File: config.mk
export PLATFORM = sky130hd
export DESIGN_NAME = multicycle_control
export DESIGN_NICKNAME = d
export VERILOG_FILES = /design/src/rtl/multicycle_control.sv
export SDC_FILE = /design/constraint.sdc
export NUM_CORES = 1
export LEC_CHECK = 0
export BUFFER_PORTS_ARGS = -buffer_cell sky130_fd_sc_hd__clkbuf_2
export CORE_MARGIN = 1.5
export CORE_UTILIZATION = 41
export CTS_CLUSTER_SIZE = 10
export DETAILED_ROUTE_END_ITERATION = 6
export HOLD_SLACK_MARGIN = 0.12
export PLACE_DENSITY = 0.73
export SETUP_SLACK_MARGIN = 0.3
export SLEW_MARGIN = 20
export SYNTH_ARGS = -nofsm -noshare
export SYNTH_HDL_FRONTEND = slang
export SYNTH_SLANG_ARGS = --single-unit
File: constraint.sdc
create_clock -name clk -period 1.6 [get_ports clk]
set_input_delay 0.08 -clock clk [delete_from_list [all_inputs] [get_ports clk]]
set_output_delay 0.08 -clock clk [all_outputs]
set_load 0.01 [all_outputs]
File: src/rtl/multicycle_control.sv
// Multicycle MIPS control FSM: Moore datapath strobes per state, plus Mealy retire and illegal-opcode pulses.
// Outputs are combinational from the state register; FETCH, MEMRD and MEMWR hold until mem_ready.
module multicycle_control (
  input  logic       clk,
  input  logic       rst_n,
  input  logic [5:0] opcode,
  input  logic       mem_ready,
  output logic       pc_write,
  output logic       pc_write_cond,
  output logic       iord,
  output logic       mem_read,
  output logic       mem_write,
  output logic       ir_write,
  output logic       mem_to_reg,
  output logic       reg_dst,
  output logic       reg_write,
  output logic       alu_src_a,
  output logic [1:0] alu_src_b,
  output logic [1:0] pc_source,
  output logic [1:0] aluop,
  output logic [3:0] state,
  output logic       instr_done,
  output logic       illegal_op
);

  typedef enum logic [3:0] {
    FETCH  = 4'd0,
    DECODE = 4'd1,
    MEMADR = 4'd2,
    MEMRD  = 4'd3,
    MEMWB  = 4'd4,
    MEMWR  = 4'd5,
    EXEC_R = 4'd6,
    ALUWB  = 4'd7,
    BRANCH = 4'd8,
    EXEC_I = 4'd9,
    JUMP   = 4'd10
  } state_t;

  localparam logic [5:0] OP_R    = 6'b000000;
  localparam logic [5:0] OP_LW   = 6'b100011;
  localparam logic [5:0] OP_SW   = 6'b101011;
  localparam logic [5:0] OP_BEQ  = 6'b000100;
  localparam logic [5:0] OP_J    = 6'b000010;
  localparam logic [5:0] OP_ADDI = 6'b001000;
  localparam logic [5:0] OP_ANDI = 6'b001100;
  localparam logic [5:0] OP_ORI  = 6'b001101;
  localparam logic [5:0] OP_SLTI = 6'b001010;

  state_t cur, nxt;
  logic   is_lw_q, is_r_q, is_logic_q;

  // Opcode class bits are captured in DECODE only, so later opcode changes are ignored.
  always_ff @(posedge clk or negedge rst_n) begin
    if (!rst_n) begin
      cur        <= FETCH;
      is_lw_q    <= 1'b0;
      is_r_q     <= 1'b0;
      is_logic_q <= 1'b0;
    end else begin
      cur <= nxt;
      if (cur == DECODE) begin
        is_lw_q    <= (opcode == OP_LW);
        is_r_q     <= (opcode == OP_R);
        is_logic_q <= (opcode == OP_ANDI) || (opcode == OP_ORI) || (opcode == OP_SLTI);
      end
    end
  end

  always_comb begin
    nxt = FETCH;
    case (cur)
      FETCH:  nxt = mem_ready ? DECODE : FETCH;
      DECODE: begin
        case (opcode)
          OP_LW, OP_SW:                      nxt = MEMADR;
          OP_R:                              nxt = EXEC_R;
          OP_BEQ:                            nxt = BRANCH;
          OP_J:                              nxt = JUMP;
          OP_ADDI, OP_ANDI, OP_ORI, OP_SLTI: nxt = EXEC_I;
          default:                           nxt = FETCH;
        endcase
      end
      MEMADR: nxt = is_lw_q ? MEMRD : MEMWR;
      MEMRD:  nxt = mem_ready ? MEMWB : MEMRD;
      MEMWR:  nxt = mem_ready ? FETCH : MEMWR;
      EXEC_R: nxt = ALUWB;
      EXEC_I: nxt = ALUWB;
      default: nxt = FETCH;
    endcase
  end

  assign state = cur;

  // Every strobe is gated by rst_n so an asserted reset silences the outputs without waiting for a clock.
  always_comb begin
    pc_write      = 1'b0;
    pc_write_cond = 1'b0;
    iord          = 1'b0;
    mem_read      = 1'b0;
    mem_write     = 1'b0;
    ir_write      = 1'b0;
    mem_to_reg    = 1'b0;
    reg_dst       = 1'b0;
    reg_write     = 1'b0;
    alu_src_a     = 1'b0;
    alu_src_b     = 2'b00;
    pc_source     = 2'b00;
    aluop         = 2'b00;
    instr_done    = 1'b0;
    illegal_op    = 1'b0;
    if (rst_n) begin
      case (cur)
        FETCH: begin
          mem_read  = 1'b1;
          alu_src_b = 2'b01;
          ir_write  = mem_ready;
          pc_write  = mem_ready;
        end
        DECODE: begin
          alu_src_b = 2'b11;
          case (opcode)
            OP_R, OP_LW, OP_SW, OP_BEQ, OP_J,
            OP_ADDI, OP_ANDI, OP_ORI, OP_SLTI: illegal_op = 1'b0;
            default:                           illegal_op = 1'b1;
          endcase
        end
        MEMADR: begin
          alu_src_a = 1'b1;
          alu_src_b = 2'b10;
        end
        MEMRD: begin
          mem_read = 1'b1;
          iord     = 1'b1;
        end
        MEMWR: begin
          mem_write  = 1'b1;
          iord       = 1'b1;
          instr_done = mem_ready;
        end
        MEMWB: begin
          reg_write  = 1'b1;
          mem_to_reg = 1'b1;
          instr_done = 1'b1;
        end
        EXEC_R: begin
          alu_src_a = 1'b1;
          aluop     = 2'b10;
        end
        EXEC_I: begin
          alu_src_a = 1'b1;
          alu_src_b = 2'b10;
          aluop     = is_logic_q ? 2'b11 : 2'b00;
        end
        ALUWB: begin
          reg_write  = 1'b1;
          reg_dst    = is_r_q;
          instr_done = 1'b1;
        end
        BRANCH: begin
          alu_src_a     = 1'b1;
          aluop         = 2'b01;
          pc_write_cond = 1'b1;
          pc_source     = 2'b01;
          instr_done    = 1'b1;
        end
        JUMP: begin
          pc_write   = 1'b1;
          pc_source  = 2'b10;
          instr_done = 1'b1;
        end
        default: ;
      endcase
    end
  end

endmodule

* After elaboration in Yosys (flattened, before gate mapping)
Index checks and enable logic that the tools add are counted.
** Word-level totals
- Bits in registers :: 7
- Bits of input ports :: 9
- Output and inout bits :: 22
- Word-level logic and storage cells :: 74
** Cells by class
- Equal/unequal tests :: 18
- Muxes and demuxes :: 38
- Reduce and logical (&&, ||, !) cells :: 14
** Operators by type and width (number)
- 6-bit by 4-bit == test with 1-bit output (second input constant) :: 4
- 1-bit 2-to-1 mux :: 24
- 4-bit case mux with 6 select lines :: 1
- 4-bit case mux with 5 select lines :: 1
- 4-bit by 3-bit == test with 1-bit output (second input constant) :: 4
- 4-bit == test (second input constant) :: 3
- 6-bit == test (second input constant) :: 2
- 2-bit case mux with 3 select lines :: 2
- 2-bit OR reduction :: 6
- 4-bit OR reduction :: 3
- 3-bit 2-to-1 mux :: 3
- 9-bit OR reduction :: 1
- 4-bit by 2-bit == test with 1-bit output (second input constant) :: 2
- 2-bit 2-to-1 mux :: 4
- 6-bit by 2-bit == test with 1-bit output (second input constant) :: 1
- 6-bit by 3-bit == test with 1-bit output (second input constant) :: 1
- 6-bit zero test :: 1
- 4-bit by 1-bit == test with 1-bit output (second input constant) :: 1
- 4-bit zero test :: 1
- 1-bit case mux with 2 select lines :: 2
- 2-bit case mux with 2 select lines :: 1
- 1-bit logical OR :: 2

* Depth between registers and ports, before layout
- Depth after elaboration :: 5
- Gate-level depth with buffers :: 5
- Gate-level depth less buffers :: 4

* Worst setup path before layout
No wires, ideal clock.
- Path type :: reg-to-output
- Start point :: reg cur[1] (netlist: state[1])
- End point :: out illegal_op
- Data arrival time :: 1.756 ns
- Data required time :: 1.520 ns
- Slack :: -0.236 ns
- Stages on the path, launching flop included :: 5
- Path buffers :: 1
- Cell sequence :: dfrtp_1 > nand2b_1 > or3_1 > buf_2 > a2111oi_0
** On the way
- Word-level cells in the longest chain between the ends :: 3
** RTL lines
- from (decl) :: RTL line 50 : state_t cur, nxt;
- from (signal assigned) :: RTL line 61 : cur <= nxt;
- 4-bit by 1-bit == test with 1-bit output :: RTL line 113 : case (cur)
- 1-bit 2-to-1 mux :: RTL line 113
- 1-bit 2-to-1 mux :: RTL line 112 : if (rst_n) begin
- to (decl) :: RTL line 23 : output logic illegal_op
No other way between the ends.

* Worst setup path after layout
- Start point :: reg cur[1] (netlist: state[1])
- End point :: reg cur[1] (netlist: state[1])
** On the way
- Word-level cells in the longest chain between the ends :: 3
- Elaborated cells on any way between the ends :: 9
- Those cells by class :: eq/ne: 6; mux: 1; reduce/logical: 2
** RTL lines
- 4-bit == test or 4-bit by 3-bit == test with 1-bit output (tied branches) :: RTL line 72 : case (cur)
- 2-bit OR reduction (no source line)
- 4-bit case mux with 6 select lines * :: RTL line 72
- net nxt[1] :: RTL line 50
Mark *: on every way through the listed nets, which the timed path passes. The rest lies on a longest branch.
A chain may end at the register's enable or synchronous reset.

==> results.cfg <==
[power]
p_sw_w = 0.000752
pwr-share-seq = 0.147
p_leak_nw = 0.631
internal_power_w = 0.000947
p_clk_frac = 0.102
powerDensity_mw_per_mm2 = 1190
p_comb_frac = 0.751
vdd_ir_drop_max_uv = 876
swShare = 0.443

[logic_synthesis]
ys.flop_type = dfrtp_1
synth.top_cell.area_share = 0.244
ys_top_cells_by_area = dfrtp_1 (24%), nand2b_1 (7.0%), nor3_1 (6.3%)
synth.avg_cell_area_um2 = 6.83
synth_edf_count = 0
ys_ff_latch = 7
synth_area_leader_cell = dfrtp_1
synthCells = 105
seq_area_frac_synth = 0.244
async_flop_share = 1.00
synth_nets = 114
netlist_area_um2 = 717
ys_types = 35
yosys_warnings = 0

[drt]
drc = 0
drt_pre_antenna_iters = 4
drt-total-wl_um = 3530
vias = 1142
drtIter0Drc = 60
antenna_left = 0
drt-vias-per-instance = 6.53
drt-wirelength-per-cell_um = 20.2

[critical_path]
rr_startpoint = state[1]
crit_path_start_kind = flip-flop
cp.arrival_ns = 1.85
reg2reg_to = state[1]
end_kind = flip-flop
path_max_fanout = 4
reg2reg_slack_ns = -0.09
crit_type = reg2reg
required_ns = 1.76
worstRegToRegCells = 5

[min_path]
hold_path.class = in2reg
hold_end = state[3]
hp-start = opcode[0]
holdPathStages = 2

[timing]
worstMarginPinSlew_ns = 0.455
hold_violations = 0
tns_ns = -0.285
slew_viol_final = 0
timing.fmax_ghz = 0.592
max_slew_margin = 0.694
fin_worst_skew_ns = 0.00921
post-route-period-util = 1.06
finalSetupViolations = 6
setup_slack_ns = -0.0901
timing.final.crit_period_ns = 1.69
rsz0062_at_grt = yes

[placement]
pre_cts_slack_ns = 0.0310
io_buffers = 30
hpwl_um = 1520
placed_cell_area_um2 = 926
gp_congestion = 0.814

[cts]
tritoncts = done
clk_path_buf_depth = 2
insertion_delay_ns = 0.27
numClockSinks = 7
cts.clk_slew.worst_paths_ns = 0.06
htree_num_levels = 1
cts_inserted_buffers = 3
cts_root_buffer = clkbuf_4

[die]
fp.dieW_um = 44.8
die_h_um = 44.8
std_cell_rows = 14
coreArea_mm2 = 0.00158
initial_core_util = 0.455
pin_count = 31
die_area_mm2 = 0.00201

[global_route]
grt_pass1_vias = 904
grt_max_degree = 18
grt_pass1_wl_um = 3920
grt_usage = 0.264
grt-ovfl-total = 0
antenna_found_initial = 0

[outcome]
violations = negative setup slack
status = complete, but fails checks

[layout]
fin_util = 0.909
drive_gt1_frac = 0.654
syn2layout_area_growth_pct = 99.8
final_cell_area_mm2 = 0.00143
fin_nets = 169
diodes = 0

[flow_run]
drv_cap = 0
==> worst max-delay path, stage by stage (launching register included) <==
cell	delay, ns
dfrtp_2	0.43
nand2b_4	0.15
or3_4	0.36
buf_6	0.14
or4_4	0.42
o311ai_2	0.08
==> worst max path at each step <==
stage                        start  endpoint  depth (start not counted)
final                     state[1]  state[1]                          5
after global routing      state[1]  pc_write                          6
after CTS                 state[1]  pc_write                          5
after detailed placement  state[1]  state[1]                          4
after global placement    state[1]  state[1]                          4
after floorplan           state[1]  state[1]                          5
==> power groups by stage <==
stage	combinational [W]	sequential (W)	clock, W
2_1_floorplan	0.000376	0.000271	0
3_3_place_gp	0.000612	0.000239	0
3_5_place_dp	0.000624	0.000240	0
4_1_cts	0.000910	0.000243	0.000173
5_1_grt	0.00134	0.000253	0.000191
6_report	0.00128	0.000249	0.000174
==> stage by stage <==
step / hold slack, ns / total power, W / std cells
floorplan: -0.216 / 0.000647 / 105
global placement: -0.0321 / 0.000851 / 148
detailed placement: -0.0239 / 0.000864 / 148
CTS: 0.135 / 0.00133 / 166
global route: 0.153 / 0.00178 / 175
finish: 0.150 / 0.00170 / 175
==> cells in the final DEF (no fill, tap or decap), types with 3 or more instances in the layout <==
| cell | synthesis | final |
|---|---|---|
| buf_2 | 2 | 16 |
| o21ai_2 | 0 | 4 |
| buf_4 | 1 | 11 |
| buf_6 | 0 | 14 |
| clkbuf_2 | 0 | 12 |
| nor3_1 | 9 | 5 |
| a21oi_2 | 0 | 4 |
| nor3_2 | 0 | 4 |
| inv_1 | 5 | 4 |
| clkbuf_4 | 0 | 3 |
| dfrtp_1 | 7 | 5 |
| nand2b_4 | 0 | 3 |
| dlygate4sd3_1 | 0 | 3 |
| nand2_2 | 0 | 3 |
| nor2b_4 | 0 | 3 |
| nand2_1 | 11 | 7 |
| nand2b_1 | 8 | 5 |
| nor2_1 | 11 | 9 |
==> state kept, by name, summed over array words and instances, names as in the netlist <==
name,cells
state,4
is_lw_q,1
is_logic_q,1
is_r_q,1
==> logic make-up (layout without fill, tap and decap cells) <==
| logic type | count (synthesis) | in the layout | synth area share |
|---|---|---|---|
| buf+inv | 14 | 68 | 0.0820 |
| compound gates | 25 | 25 | 0.230 |
| simple gates | 56 | 56 | 0.401 |
| flops | 7 | 7 | 0.244 |
| xor+xnor | 1 | 1 | 0.0122 |
| mux | 2 | 2 | 0.0297 |
==> cell usage after synthesis, drive strengths merged (2+ instances only) <==
cell	n
a2111oi	2
a21oi	6
a31oi	2
and3	2
buf	3
clkbuf	6
dfrtp	7
inv	5
nand2	11
nand2b	8
nand3	2
nor2	11
nor2b	4
nor3	9
nor4	2
o21ai	5
o22ai	2
or3	2
==> area by class of cell <==
| type | instances | area (µm²) |
|---|---|---|
| Multi-Input combinational cell | 84 | 719 |
| Timing Repair Buffer | 59 | 465 |
| Sequential cell | 7 | 178 |
| Fill cell | 68 | 144 |
| Clock buffer | 3 | 22.5 |
| Inverter | 5 | 22.5 |
| Tap cell | 16 | 20.0 |
| Clock inverter | 1 | 5.00 |
==> timing repair <==
item                                    4_1_cts  5_1_grt
endpoints found under the setup margin       25       25
hold endpoints to repair                      8        0
buffers inserted                             10        8
pin swaps                                     7       15
cloned                                        1        1
hold buffers                                  3        0
gates resized for setup                      25       62
==> metal layers <==
layer / vias up / GRT usage / part of all wire
met5: - / 0 / 0
met4: 0 / 0.118 / 0.039
met3: 22 / 0.0320 / 0.089
met2: 92 / 0.467 / 0.49
met1: 542 / 0.318 / 0.38
li1: 486 / - / -
Power figures use the tool's default switching activity.
